<file path="src/rtl/sid_wave_if.sv">
// rtl/sid_wave_if.sv - waveform generator oscillator inputs and output bundle
interface sid_wave_if;
    logic        clk_en;
    logic [23:0] acc;
    logic [22:0] lfsr;
    logic        ring_msb;
    logic [11:0] pw;
    logic        sel_tri;
    logic        sel_saw;
    logic        sel_pulse;
    logic        sel_noise;
    logic        ring;
    logic        test;
    logic [11:0] wave;
    logic [7:0]  osc3;

    modport master (
        output clk_en, acc, lfsr, ring_msb, pw,
        output sel_tri, sel_saw, sel_pulse, sel_noise, ring, test,
        input  wave, osc3
    );

    modport slave (
        input  clk_en, acc, lfsr, ring_msb, pw,
        input  sel_tri, sel_saw, sel_pulse, sel_noise, ring, test,
        output wave, osc3
    );
endinterface

</file>
<file path="src/rtl/sid_wave.sv">
// rtl/sid_wave.sv - SID voice waveform selector with held-output fade timer
module sid_wave #(
    parameter logic [15:0] FADE_HOLD = 16'h4000
) (
    input logic        clk,
    input logic        n_reset,
    sid_wave_if.slave  bus
);

    logic [11:0] wave_q, wave_d;
    logic [15:0] cnt_q, cnt_d;
    logic        tri_msb;
    logic [11:0] tri_wave;
    logic [11:0] saw_wave;
    logic [11:0] pulse_wave;
    logic [11:0] noise_wave;
    logic [11:0] mix;
    logic        any_sel;

    always_comb begin
        tri_msb    = bus.acc[23] ^ (bus.ring & bus.ring_msb);
        tri_wave   = {bus.acc[22:12] ^ {11{tri_msb}}, 1'b0};
        saw_wave   = bus.acc[23:12];
        pulse_wave = (bus.test || (bus.acc[23:12] >= bus.pw)) ? 12'hFFF : 12'h000;
        noise_wave = {bus.lfsr[22], bus.lfsr[20], bus.lfsr[16], bus.lfsr[13],
                      bus.lfsr[11], bus.lfsr[7], bus.lfsr[4], bus.lfsr[2], 4'b0000};

        // Combined waveforms are the AND of every selected source.
        mix = 12'hFFF;
        if (bus.sel_tri)   mix = mix & tri_wave;
        if (bus.sel_saw)   mix = mix & saw_wave;
        if (bus.sel_pulse) mix = mix & pulse_wave;
        if (bus.sel_noise) mix = mix & noise_wave;
        any_sel = bus.sel_tri | bus.sel_saw | bus.sel_pulse | bus.sel_noise;
    end

    always_comb begin
        wave_d = wave_q;
        cnt_d  = cnt_q;
        if (bus.clk_en) begin
            if (any_sel) begin
                wave_d = mix;
                cnt_d  = 16'd0;
            end else begin
                // Saturating count; reaching the limit (including a limit of 0) clears the held wave.
                cnt_d = (cnt_q >= FADE_HOLD) ? FADE_HOLD : cnt_q + 16'd1;
                if (cnt_d == FADE_HOLD) wave_d = 12'h000;
            end
        end
    end

    always_ff @(posedge clk) begin
        if (!n_reset) begin
            wave_q <= 12'h000;
            cnt_q  <= 16'd0;
        end else begin
            wave_q <= wave_d;
            cnt_q  <= cnt_d;
        end
    end

    assign bus.wave = wave_q;
    assign bus.osc3 = wave_q[11:4];

endmodule

</file>
<file path="src/flat_wrapper.sv">
// flat-port wrapper written by rule: the top's interface ports become plain ports
module sid_wave_flat 
#(
    parameter logic [15:0] FADE_HOLD = 16'h4000
)
  (clk, n_reset, bus_clk_en, bus_acc, bus_lfsr, bus_ring_msb, bus_pw, bus_sel_tri, bus_sel_saw, bus_sel_pulse, bus_sel_noise, bus_ring, bus_test, bus_wave, bus_osc3);
  sid_wave_if bus_i ();
  input logic clk;
  input logic n_reset;
  input wire logic [$bits(bus_i.clk_en)-1:0] bus_clk_en;
  input wire logic [$bits(bus_i.acc)-1:0] bus_acc;
  input wire logic [$bits(bus_i.lfsr)-1:0] bus_lfsr;
  input wire logic [$bits(bus_i.ring_msb)-1:0] bus_ring_msb;
  input wire logic [$bits(bus_i.pw)-1:0] bus_pw;
  input wire logic [$bits(bus_i.sel_tri)-1:0] bus_sel_tri;
  input wire logic [$bits(bus_i.sel_saw)-1:0] bus_sel_saw;
  input wire logic [$bits(bus_i.sel_pulse)-1:0] bus_sel_pulse;
  input wire logic [$bits(bus_i.sel_noise)-1:0] bus_sel_noise;
  input wire logic [$bits(bus_i.ring)-1:0] bus_ring;
  input wire logic [$bits(bus_i.test)-1:0] bus_test;
  output wire logic [$bits(bus_i.wave)-1:0] bus_wave;
  output wire logic [$bits(bus_i.osc3)-1:0] bus_osc3;
  assign bus_i.clk_en = bus_clk_en;
  assign bus_i.acc = bus_acc;
  assign bus_i.lfsr = bus_lfsr;
  assign bus_i.ring_msb = bus_ring_msb;
  assign bus_i.pw = bus_pw;
  assign bus_i.sel_tri = bus_sel_tri;
  assign bus_i.sel_saw = bus_sel_saw;
  assign bus_i.sel_pulse = bus_sel_pulse;
  assign bus_i.sel_noise = bus_sel_noise;
  assign bus_i.ring = bus_ring;
  assign bus_i.test = bus_test;
  assign bus_wave = bus_i.wave;
  assign bus_osc3 = bus_i.osc3;
  sid_wave #(.FADE_HOLD(FADE_HOLD)) u_core (.clk(clk), .n_reset(n_reset), .bus(bus_i));
endmodule
</file>
<file path="config.mk">
export PLATFORM = sky130hd
export DESIGN_NAME = sid_wave_flat
export DESIGN_NICKNAME = d
export VERILOG_FILES = /design/src/rtl/sid_wave_if.sv /design/src/rtl/sid_wave.sv /design/src/flat_wrapper.sv
export SDC_FILE = /design/constraint.sdc
export NUM_CORES = 1
export LEC_CHECK = 0
export ABC_AREA = 1
export CORE_ASPECT_RATIO = 0.75
export CORE_MARGIN = 2
export CORE_UTILIZATION = 30
export DETAILED_ROUTE_END_ITERATION = 7
export PLACE_DENSITY = 0.54
export SETUP_SLACK_MARGIN = 0.4
export SYNTH_ARGS = -nofsm -noshare
export SYNTH_HDL_FRONTEND = slang
export SYNTH_SLANG_ARGS = --single-unit
export TNS_END_PERCENT = 100
</file>
<file path="constraint.sdc">
create_clock -name clk -period 3.1 [get_ports clk]
set_input_delay 0.62 -clock clk [delete_from_list [all_inputs] [get_ports clk]]
set_output_delay 0.62 -clock clk [all_outputs]
set_load 0.005 [all_outputs]
</file>
==> flow_summary.yaml, run 1 <==
status:
  status: "completed"
critical_path:
  arrival_ns: 2.64
  crit_chain: "clkdlybuf4s50_1 > inv_1 > ha_1 > inv_1 > nand2_1 > nand2_1 > nand2_1 > nand2_1 > nand2_1 > nand2_1 > nand2_1 > nand2_1 > nand2_1 > nand2_1 > nand2_2 > nand2_1 > nand2_1 > nand2_1 > nor2_1"
  crit_top_cell: "nand2_1"
  slowest_delay_ns: 0.54
  crit_type: "in2reg"
  rr_startpoint: "u_core.cnt_q[1]"
  worstSetupStartpoint: "bus_acc[12]"
  cp-end-kind: "flip-flop"
  cp_max_fo: 7
  rrSetupSlack_ns: 1.06
  startpoint_type: "input port"
  required_ns: 3.27
  crit_slowest_cell: "clkdlybuf4s50_1"
  reg2reg_depth: 12
  reg2reg_to: "u_core.bus.wave[6]"
power_and_ir_drop:
  p_per_area_mw_per_mm2: 274
  p_leak_uw: 0.00133
  peakVddDrop_v: 0.000147
  finalPower_uw: 823
global_routing:
  met2_usage_pct: 21.0
  busiest_layer: "met1"
  use_met1_pct: 22.1
  grt_util_met3_pct: 1.95
  grt_use_total_pct: 14.2
  grt_pass1_wl_mm: 9.92
  grt_pass1_vias: 2050
  antenna_found_initial: 0
  grt_start_max_net_pins: 22
  grt_overflow: 0
layout:
  antenna_cells: 0
  drive_gt1_share_pct: 8.08
  final_nets: 505
  syn_to_final_growth_pct: 29.6
  fillers: 797
  fin_area_mm2: 0.00301
synthesis:
  synthTopCellsByArea: "dfxtp_1 (24%), nand2_1 (16%), inv_1 (9.1%)"
  syn_nets: 454
  avgSynthCellArea_um2: 6.24
  yosys-top-cells-count: "nand2_1 (99), inv_1 (56), nor2_1 (41), a21oi_1 (34), dfxtp_1 (28)"
  yosysUniqueCellTypes: 37
  yosysMostFrequentCell: "nand2_1"
  yosysTopAreaCellShare_pct: 24.2
  yosysSeqAreaShare_pct: 24.2
  yosysWarnings: 0
  yosysTopAreaCell: "dfxtp_1"
  synthesis.area_mm2: 0.00232
  ys_async_sr_fraction_pct: 0
  synthCells: 372
  synth_edf_count: 0
  synth_ff_type: "dfxtp_1"
  synth_seq_cells: 28
place:
  place_hpwl_mm: 4.69
  portBuffers: 61
  place_area_mm2: 0.00296
  gp_congestion: 0.795
drt:
  ant_nets: 0
  firstDrtPassIters: 4
  avgRoutedWirePerCell_um: 11.1
  vias_per_cell: 4.46
  drc: 0
  vias: 2329
  detail_route.iter0.violations: 97
  wl_mm: 5.78
sta:
  report.final.slew_viol_count: 0
  finalCritPeriodShare_pct: 79.6
  tns_ns: 0
  slew_headroom_pct: 56.9
  setup_viol: 0
  worst_slew_pin_slew_ns: 0.644
  max_freq_mhz: 405
  whs_ns: 0.436
  hold_viol_final: 0
  period_minus_slack_ns: 2.47
  fin_skew_ns: 0.00251
  rsz0062_at_grt: "false"
hold_path:
  hold_class: "reg2reg"
  holdPathStages: 2
  hold_end: "u_core.cnt_q[15]"
  hold_start: "u_core.cnt_q[15]"
floorplan:
  ios: 89
  die_w_um: 106
  dieArea_mm2: 0.00846
  die_h_um: 80.2
  core-area_mm2: 0.00743
  num_rows: 27
  start_util_pct: 31.2
cts:
  htree_num_levels: 1
  path_clk_slew_ns: 0.09
  numCtsBuffers: 3
  clk_latency_ns: 0.27
  cts_buffer_depth: 2
  cts_tree: "done"
  post-cts-setup-buffer-count: 0
  cts.sinks: 28
  root_buffer: "clkbuf_8"
run:
  maxCapViolations: 0
where the power goes:
| part | total (µW) | internal [µW] | leakage, µW | switching, µW |
|---|---|---|---|---|
| clock network | 193 | 87.2 | 0.0000216 | 106 |
| logic | 250 | 134 | 0.00108 | 116 |
| registers | 380 | 372 | 0.000228 | 8.57 |
per-stage QoR:
step / cells / util [%] / worst slack (ns)
6_report: 522 / 40.5 / 0.633
2_1_floorplan: 372 / - / 1.10
5_1_grt: 522 / 40.5 / 0.416
3_3_place_gp: 519 / 39.9 / 0.269
4_1_cts: 522 / 40.4 / 0.558
3_5_place_dp: 519 / 39.9 / 0.259
worst max-delay path, delay by kind of cell:
kind	cells	cell delay [ns]
simple gates	15	1.08
buf+inv	3	0.68
fa+ha+maj	1	0.27
worst max path at each step:
stage                               to  slack [ns]  cells past startpoint
global placement    u_core.bus.wave[1]        0.27                     19
finish              u_core.bus.wave[6]        0.63                     19
floorplan           u_core.bus.wave[1]        1.10                     12
CTS                 u_core.bus.wave[1]        0.56                     19
global route        u_core.bus.wave[7]        0.42                     19
detailed placement  u_core.bus.wave[1]        0.26                     19
cells in the final DEF (no fill, tap or decap), types with 2 or more instances in the layout:
| cell type | count |
|---|---|
| a21oi_1 | 34 |
| o211ai_1 | 6 |
| a21boi_0 | 2 |
| o221ai_1 | 4 |
| o2111ai_1 | 2 |
| nor2_1 | 41 |
| inv_1 | 56 |
| or2_2 | 5 |
| clkbuf_8 | 3 |
| o21bai_1 | 3 |
| nand2_2 | 6 |
| nand4_1 | 4 |
| nand2_1 | 98 |
| ha_1 | 13 |
| clkdlybuf4s50_1 | 61 |
| o21ai_0 | 8 |
| dfxtp_1 | 28 |
| buf_4 | 7 |
| nor2_4 | 4 |
| nand3_2 | 4 |
| nand3_1 | 17 |
cell families (layout without fill, tap and decap cells):
| logic type | after synthesis | after routing | synth area share (%) |
|---|---|---|---|
| AO/OA/AOI/OAI | 66 | 66 | 17.3 |
| adder cells (fa/ha/maj) | 13 | 13 | 7.01 |
| AND/OR/NAND/NOR | 185 | 185 | 35.8 |
| buffers and inverters | 80 | 129 | 15.7 |
| flip-flops | 28 | 28 | 24.2 |
layout make-up:
| cell class | instances | area (µm²) | area share, % |
|---|---|---|---|
| clock buffers | 3 | 41.3 | 1.37 |
| inverters | 58 | 218 | 7.24 |
| multi-input cells | 264 | 1400 | 46.5 |
| flip-flops and latches | 28 | 561 | 18.6 |
| well taps | 101 | 126 | 4.20 |
| repair buffers | 68 | 663 | 22.1 |
sequential cells by signal, summed over array words and instances (netlist names):
register,cells
u_core.bus.wave,12
u_core.cnt_q,16
layer usage:
| metal | share of wire (%) | vias to the layer above |
|---|---|---|
| met1 | 56 | 999 |
| met3 | 4.1 | 2 |
| met2 | 39 | 48 |
| met5 | 0 | - |
| li1 | - | 1280 |
| met4 | 0.40 | 0 |
what timing repair did:
item                       4_1_cts  5_1_grt
hold endpoints to repair         0        0
hold buffers                     0        0
resized for setup                0        1
setup endpoints to repair        0        6
Power figures use the tool's default switching activity.
==> inputs of run 2 (changes only) <==
==> constraint.sdc (replaced) <==
create_clock -name clk -period 2.4 [get_ports clk]
set_input_delay 0.48 -clock clk [delete_from_list [all_inputs] [get_ports clk]]
set_output_delay 0.48 -clock clk [all_outputs]
set_load 0.005 [all_outputs]
==> run 2 against run 1 <==
Net effect:
- core utilization is 6.2 points higher
- global-route usage increased by 0.96 points
- clock skew increased by 0.011 ns
- combinational power up 56%
- first-iteration DRC count is 19% lower
- sequential power increased by 29%
==> flow_summary.yaml, run 2 (synthesized netlist as in run 1, its figures left out) <==
status:
  status: "completed"
layout:
  drive_gt1_share_pct: 20.7
  finalNonFillerCells: 546
  multi_input_area_mm2: 0.00159
  syn_to_final_growth_pct: 49.5
  fillers: 767
  regArea_um2: 568
  final_core_util_pct: 46.6
  final_nets: 528
  fin_area_mm2: 0.00347
  antenna_cells: 0
  final_cell_mix: "nand2_1 (89), inv_1 (50), clkdlybuf4s50_1 (48)"
  largest_register_ffs: 16
  layout_commonest_cell: "nand2_1"
  regMostFlops: "u_core.cnt_q"
critical_path:
  crit_type: "in2reg"
  cp_max_fo: 5
  required_ns: 2.59
  arrival_ns: 2.12
  startpoint_type: "input port"
  cp-end-kind: "flip-flop"
power_and_ir_drop:
  p_comb_share_pct: 31.0
  peakVddDrop_v: 0.000242
  seqPwrFrac_pct: 39.0
  switching_share_pct: 27.5
  pwr-share-clk_pct: 30.0
  switchingPower_uw: 346
  p_int_uw: 910
  p_per_area_mw_per_mm2: 362
  p_leak_uw: 0.00159
global_routing:
  grt_start_max_net_pins: 17
  grt_pass1_vias: 2310
  grt_use_total_pct: 15.2
  grt_overflow: 0
  antenna_found_initial: 0
  grt_pass1_wl_mm: 10.6
place:
  dp.cells: 533
  place_area_mm2: 0.00307
  gp_congestion: 0.832
  portBuffers: 61
  place_hpwl_mm: 4.87
hold_path:
  hold_class: "reg2reg"
sta:
  rsz0062_at_grt: "false"
  period_minus_slack_ns: 1.93
  hold_viol_final: 0
  slew_headroom_pct: 66.5
  setup_viol: 0
  worst_slew_pin_slew_ns: 0.502
  report.final.slew_viol_count: 0
  finalCritPeriodShare_pct: 80.5
  fin_skew_ns: 0.0131
  max_freq_mhz: 517
drt:
  drc: 0
  vias: 2524
  avgRoutedWirePerCell_um: 11.8
  ant_nets: 0
  wl_mm: 6.42
  firstDrtPassIters: 5
  vias_per_cell: 4.62
  detail_route.iter0.violations: 79
cts:
  cts_buffer_depth: 2
  clk_latency_ns: 0.28
  numCtsBuffers: 3
  path_clk_slew_ns: 0.10
  cts_hold_buf: 0
  root_buffer: "clkbuf_8"
  cts.sinks: 28
  htree_num_levels: 1
  cts_tree: "done"
floorplan:
  die_h_um: 80.2
  dieArea_mm2: 0.00846
  start_util_pct: 31.2
  num_rows: 27
  die_w_um: 106
  core-area_mm2: 0.00743
  ios: 89
run:
  maxCapViolations: 0
==> run 2: worst max-delay path: stages <==
cell,delay (ns)
clkdlybuf4s50_1,0.46
inv_1,0.06
ha_4,0.24
nand2_2,0.06
inv_2,0.04
buf_4,0.13
a31oi_4,0.27
buf_6,0.17
a21oi_2,0.05
nor2_1,0.11
nor2_1,0.05
==> run 2: path summary, 6_finish.rpt <==
check	slack, ns	end	from	depth (start not counted)
worst max-delay path	0.47	u_core.bus.wave[10]	bus_pw[11]	11
worst min-delay path	0.44	u_core.cnt_q[15]	u_core.cnt_q[15]	2
worst max register to register	0.56	u_core.bus.wave[1]	u_core.cnt_q[0]	13
worst min register to register	0.44	u_core.cnt_q[15]	u_core.cnt_q[15]	2
==> run 2: per-layer routing <==
metal,wire (µm),share of wire [%],GRT usage (%)
met4,31,0.48,2.37
met2,2620,41,23.2
met1,3420,53,22.7
met3,344,5.4,2.35
met5,0,0,0
==> run 2: through the flow <==
step	TNS [ns]	hold WS, ns	worst slack (ns)	total power, µW
after global routing	0	0.480	0.396	1340
final	0	0.441	0.467	1260
after global placement	-0.478	0.419	-0.0858	837
after detailed placement	-0.527	0.425	-0.0867	842
after CTS	0	0.446	0.404	1240
after floorplan	0	0.410	0.536	678
==> run 2: timing repair <==
action                                  in CTS  in global routing
cloned                                       0                  1
setup buffers                                2                  6
gates resized for setup                     15                 46
endpoints found under the setup margin      16                 26
pin swaps                                    3                 24
==> run 2: power by group through the flow <==
stage	logic, µW	clock network, µW	registers (µW)
final	389	376	490
after global routing	436	410	493
after CTS	356	388	493
after detailed placement	339	0	503
after global placement	334	0	503
after floorplan	176	0	502
==> run 2: cell type report <==
type | count | share of cell area, %
multi-input combinational | 265 | 46.0
timing repair buffer | 90 | 25.7
sequential | 28 | 16.4
inverter | 58 | 6.28
tap | 101 | 3.64
clock buffer | 3 | 1.19
clock inverter | 1 | 0.866
